### src/rtl/count_seq_monitor.sv
// Watches a free-running 2-bit counter, locks onto its 0-1-2-3 sequence and
// reports wraps and sequence violations with registered pulses and counters.
module count_seq_monitor #(
    parameter int WRAP_W = 8
) (
    input  logic              clk,
    input  logic              reset,
    input  logic [1:0]        q_in,
    input  logic              cnt_rst,
    output logic              locked,
    output logic              wrap_pulse,
    output logic [WRAP_W-1:0] wrap_count,
    output logic              seq_err,
    output logic [3:0]        err_count
);

    typedef enum logic [1:0] {
        IDLE   = 2'd0,
        SYNC   = 2'd1,
        LOCKED = 2'd2
    } state_t;

    state_t     state;
    state_t     next_state;
    logic [1:0] prev;
    logic [1:0] prev_inc;
    logic       step_ok;
    logic       wrap_hit;
    logic       err_hit;

    assign prev_inc = prev + 2'd1;
    assign step_ok  = (q_in == prev_inc);

    // NOTE: sequential state uses non-blocking assignments so every flop
    // samples the pre-edge values, regardless of process ordering.
    always_ff @(posedge clk or posedge reset) begin
        if (reset) begin
            state <= IDLE;
        end else begin
            state <= next_state;
        end
    end

    // NOTE: default assignment first, so no path leaves next_state unassigned
    // and no latch is inferred.
    always_comb begin
        next_state = state;
        if (cnt_rst) begin
            next_state = IDLE;
        end else begin
            unique case (state)
                IDLE:    next_state = SYNC;
                SYNC:    next_state = step_ok ? LOCKED : SYNC;
                LOCKED:  next_state = step_ok ? LOCKED : SYNC;
                default: next_state = IDLE;
            endcase
        end
    end

    // A 3->0 step is itself a legal increment, so wraps and errors are exclusive.
    always_comb begin
        wrap_hit = 1'b0;
        err_hit  = 1'b0;
        if (!cnt_rst && state == LOCKED) begin
            wrap_hit = step_ok && (prev == 2'd3);
            err_hit  = !step_ok;
        end
    end

    always_ff @(posedge clk or posedge reset) begin
        if (reset) begin
            prev       <= 2'd0;
            locked     <= 1'b0;
            wrap_pulse <= 1'b0;
            seq_err    <= 1'b0;
            wrap_count <= '0;
            err_count  <= 4'd0;
        end else begin
            locked     <= (next_state == LOCKED);
            wrap_pulse <= wrap_hit;
            seq_err    <= err_hit;
            if (!cnt_rst) begin
                prev <= q_in;
            end
            if (wrap_hit) begin
                wrap_count <= wrap_count + WRAP_W'(1);
            end
            if (err_hit && err_count != 4'hF) begin
                err_count <= err_count + 4'd1;
            end
        end
    end

endmodule

### config.mk
export PLATFORM = sky130hd
export DESIGN_NAME = count_seq_monitor
export DESIGN_NICKNAME = d
export VERILOG_FILES = /design/src/rtl/count_seq_monitor.sv
export SDC_FILE = /design/constraint.sdc
export NUM_CORES = 1
export LEC_CHECK = 0
export ABC_AREA = 1
export CORE_ASPECT_RATIO = 0.8
export CORE_UTILIZATION = 50
export DETAILED_ROUTE_END_ITERATION = 8
export GPL_TIMING_DRIVEN = 0
export HOLD_SLACK_MARGIN = 0.08
export PLACE_DENSITY_LB_ADDON = 0.25
export SKIP_CTS_REPAIR_TIMING = 1
export SLEW_MARGIN = 10
export SYNTH_ARGS = -nofsm -noshare
export SYNTH_HDL_FRONTEND = slang
export SYNTH_SLANG_ARGS = --single-unit
### constraint.sdc
create_clock -name clk -period 2 [get_ports clk]
set_input_delay 0.5 -clock clk [delete_from_list [all_inputs] [get_ports clk]]
set_output_delay 0.5 -clock clk [all_outputs]
set_load 0.1 [all_outputs]
After elaboration in Yosys (flattened, before gate mapping)
Index checks and enable logic that the tools add are counted.
- register bits after elaboration: 19
- bits of input ports: 5
- output and inout port bits: 15
- word-level logic and storage cells: 28
- add/sub/neg operators: 3
- equality and inequality tests: 6
- muxes and demuxes: 5
- reduce and logical (&&, ||, !) cells: 7
- operators by type and width (kind ; number):
    $add A8 B1 Y8 const B ; 1
    $eq A2 B2 Y1 const B ; 3
    $add A4 B1 Y4 const B ; 1
    $mux W2 ; 2
    $ne A4 B4 Y1 const B ; 1
    $pmux W2 S2 ; 1
    $logic_and A1 B1 Y1 ; 3
    $add A2 B1 Y2 const B ; 1
    $eq A2 B1 Y1 const B ; 1
    $eq A2 B2 Y1 ; 1
    $logic_not A1 Y1 ; 2
    $logic_not A2 Y1 ; 1
    $mux W1 ; 2
    $reduce_or A2 Y1 ; 1

Depth between registers and ports, before layout
- depth after elaboration: 6
- mapped depth: 9
- mapped depth without buffers: 9

Worst setup path after synthesis
OpenSTA, ideal clock, no wires.
- path type: register to register
- start: reg wrap_count[0]
- end: reg wrap_count[6]
- setup time: 128 ps
- data arrival time: 1757 ps
- data required time: 1872 ps
- slack: 115 ps
- stages on the path, launching flop included: 7
- buffers on the path: 0
- clock period less this slack: 1885 ps
- cells stage by stage: dfrtp_1 > ha_1 > nand3_1 > o21ai_0 > nand2_1 > nand2_1 > o21ai_0
- cells in the longest elaborated chain, start to end: 1
- RTL lines (item ; line ; RTL):
    start: declaration ; 12 ; output logic [WRAP_W-1:0] wrap_count,
    start signal: assignment ; 86 ; wrap_count <= wrap_count + WRAP_W'(1);
    $add A8 B1 Y8 ; 86 ;
No other way between the ends.
A chain may end at the register's enable or synchronous reset.

Worst setup path in the final report
- start: reg wrap_pulse
- end: out wrap_pulse
- RTL lines (item ; line ; RTL):
    start: declaration ; 11 ; output logic wrap_pulse,
    start signal: assignment ; 80 ; wrap_pulse <= wrap_hit;
No word-level cell between the ends.

==> flow_metrics.tcl <==
set metrics [dict create \
    worst_clock_skew_ns 0.00176 \
    worst-r2r-cell-count 8 \
    h-tree-depth 1 \
    max_stage_delay_ns 0.73 \
    portBuffers 19 \
    first_global_vias 835 \
    dr_wl_met3_microns 99 \
    die_w_microns 53.2 \
    min_period_ns 1.88 \
    cts_inserted_buffers 3 \
    die_h_microns 43.0 \
    cp_top_family "buffers and inverters" \
    wl_met2_microns 988 \
    p_int_mw 0.544 \
    clk_latency_ns 0.30 \
    drc_errors 0 \
    fin_ws_ns 0.123 \
    path_buf_inv 1 \
    ios 20 \
    fin_area_sq_um 1240 \
    synth_top_cell_by_area "dfrtp_1" \
    utilization_pct 64.5 \
    path_class "flip-flop to output port" \
    diodes 0 \
    setup.worst_path.end "wrap_pulse" \
    final_common_cell "nand2_1" \
    grt_antenna_before_repair 0 \
    die_area_sq_um 2290 \
    cp-start-kind "flip-flop" \
    clkPwrFrac_pct 22.1 \
    timing.final.hold_violations 0 \
    drt-vias-per-instance 4.81 \
    rsz0062_at_grt "no" \
    via_count 876 \
    drt-pass1-iter-count 4 \
    grt_max_degree 20 \
    r2r-start "prev[0]" \
    r2r_slack_ns 0.42 \
    syn_area_sq_um 1050 \
    clkSinkCount 19 \
    syn_nets 146 \
    coreArea_sq_um 1930 \
    power_density_nw_per_um2 734 \
    switching_share_pct 40.4 \
    path_cells "dlymetal6s2s_1" \
    top_layer "met3" \
    power.switching_mw 0.369 \
    synth.avg_cell_area_sq_um 7.77 \
    wl_met1_microns 905 \
    syn2layout_area_growth_pct 18.5 \
    leakagePower_nw 0.729 \
    setup_viol 0 \
    end_kind "output port" \
    synth.area.top_cells "dfrtp_1 45%, nand2_1 19%, inv_1 8.2%, ha_1 7.2%, o21ai_0 3.8%" \
    worstReg2RegEnd "err_count[3]" \
    synth-warning-count 0 \
    drtIter0Drc 11 \
    max_slew_margin_pct 35.8 \
    slew_violations 0 \
    place_inst 178 \
    path_clk_slew_ns 0.11 \
    netlist.area_leader.share_pct 45.3 \
    post_drt_wl_per_cell_microns 11.0 \
    period_share_pct 93.9 \
    ant_nets 0 \
    dp_slack_ns -0.133 \
    outcome "finished, final reports clean" \
    root_buffer "clkbuf_4" \
    layout-drive-gt1-share_pct 12.0 \
    hold_path.class "flip-flop to flip-flop" \
    critical_path_arrival_ns 1.38 \
    worstMarginPinSlew_ns 0.962 \
    postPlaceCellArea_sq_um 1270 \
    crit_cells 1 \
    clock.fmax_mhz 533 \
    pwr-share-comb_pct 29.4 \
    grt_pass1_wl_microns 3480 \
    cp_slowest_cell "dlymetal6s2s_1" \
    fin_nets 170 \
    synthCells 135 \
    synth.distinct_cells 15 \
    ys_seq_elements 19 \
    seq_power_share_pct 48.5 \
    grt_usage_pct 20.9 \
    gp_congestion 0.821 \
    rows 14 \
    worstPathRequired_ns 1.50 \
    cp_max_fo 1 \
    power_mw 0.912 \
    max-vdd-ir-drop_v 0.000678 \
    hpwlAfterDp_microns 1520 \
    grt_overflow_total 0 \
    drt_wl_total_microns 1990 \
    yosysSeqAreaShare_pct 45.3 \
    tns_ns 0 \
    hold_slack_ns 0.519 \
    final_cell_count_no_fill 182 \
    setup.worst_path.start "wrap_pulse" \
    max_cap_viol_count 0 \
    cts_buffer_depth 2 \
    start_util_pct 54.4 \
    final_cell_mix "53 x nand2_1, 23 x inv_1, 19 x dfrtp_1" \
    cts_tree "done" \
]
-- how the worst min path moves through the flow --
stage / startpoint / to / slack (ns) / cells past startpoint
after floorplan: reset / err_count[0] / 0.45 / 1
final: prev[1] / prev[1] / 0.52 / 2
after detailed placement: prev[1] / prev[1] / 0.51 / 2
after global routing: prev[1] / prev[1] / 0.57 / 2
after global placement: prev[1] / prev[1] / 0.47 / 2
after CTS: prev[1] / prev[1] / 0.53 / 2
-- worst min-delay path, cell delays in order (launching register included) --
cell and delay, ns:
dfrtp_1 0.37, nand2_1 0.05, o21ai_0 0.07
-- flip-flops by register name, summed over array words and instances (netlist names) --
name and count:
wrap_count 8, locked 1, wrap_pulse 1, state 2
err_count 4, seq_err 1, prev 2
-- power groups by stage --
stage	logic [mW]	clock network [mW]	registers (mW)
global route	0.289	0.220	0.448
floorplan	0.0869	0	0.579
CTS	0.289	0.205	0.443
global placement	0.282	0	0.448
detailed placement	0.289	0	0.449
finish	0.269	0.201	0.442
-- synthesized netlist by cell type --
| library cell | count |
|---|---|
| nand2_1 | 53 |
| inv_1 | 23 |
| dfrtp_1 | 19 |
| o21ai_0 | 8 |
| nand3_1 | 7 |
| ha_1 | 6 |
| nor2_1 | 5 |
| nand4_1 | 4 |
| nor2_4 | 2 |
| xnor2_1 | 2 |
| xor2_1 | 2 |
| buf_6 | 1 |
| nand2_4 | 1 |
| nor3_1 | 1 |
| o2111ai_1 | 1 |
-- logic make-up (layout without fill, tap and decap cells) --
kind of cell             count (synthesis)  in the layout  share of synthesized area, %
AND/OR/NAND/NOR                         73             73                          30.2
buffers and inverters                   24             47                          9.31
flip-flops                              19             19                          45.3
AO/OA/AOI/OAI                            9              9                          4.65
adder cells (fa/ha/maj)                  6              6                          7.16
XOR/XNOR                                 4              4                          3.34
-- area by class of cell --
| class | instances | area (sq um) |
|---|---|---|
| fillers | 180 | 684 |
| flip-flops and latches | 19 | 475 |
| multi-input cells | 92 | 475 |
| repair buffers | 19 | 138 |
| inverters | 23 | 86.3 |
| well taps | 24 | 30.0 |
| clock buffers | 4 | 26.3 |
| plain buffers | 1 | 11.3 |
-- per-layer routing --
| layer | up-vias | GRT usage [%] |
|---|---|---|
| li1 | 465 | - |
| met1 | 396 | 27.1 |
| met2 | 15 | 34.3 |
| met3 | 0 | 7.89 |
| met4 | 0 | 1.58 |
| met5 | - | 0 |
No activity file was read; power rests on OpenSTA's default activity.
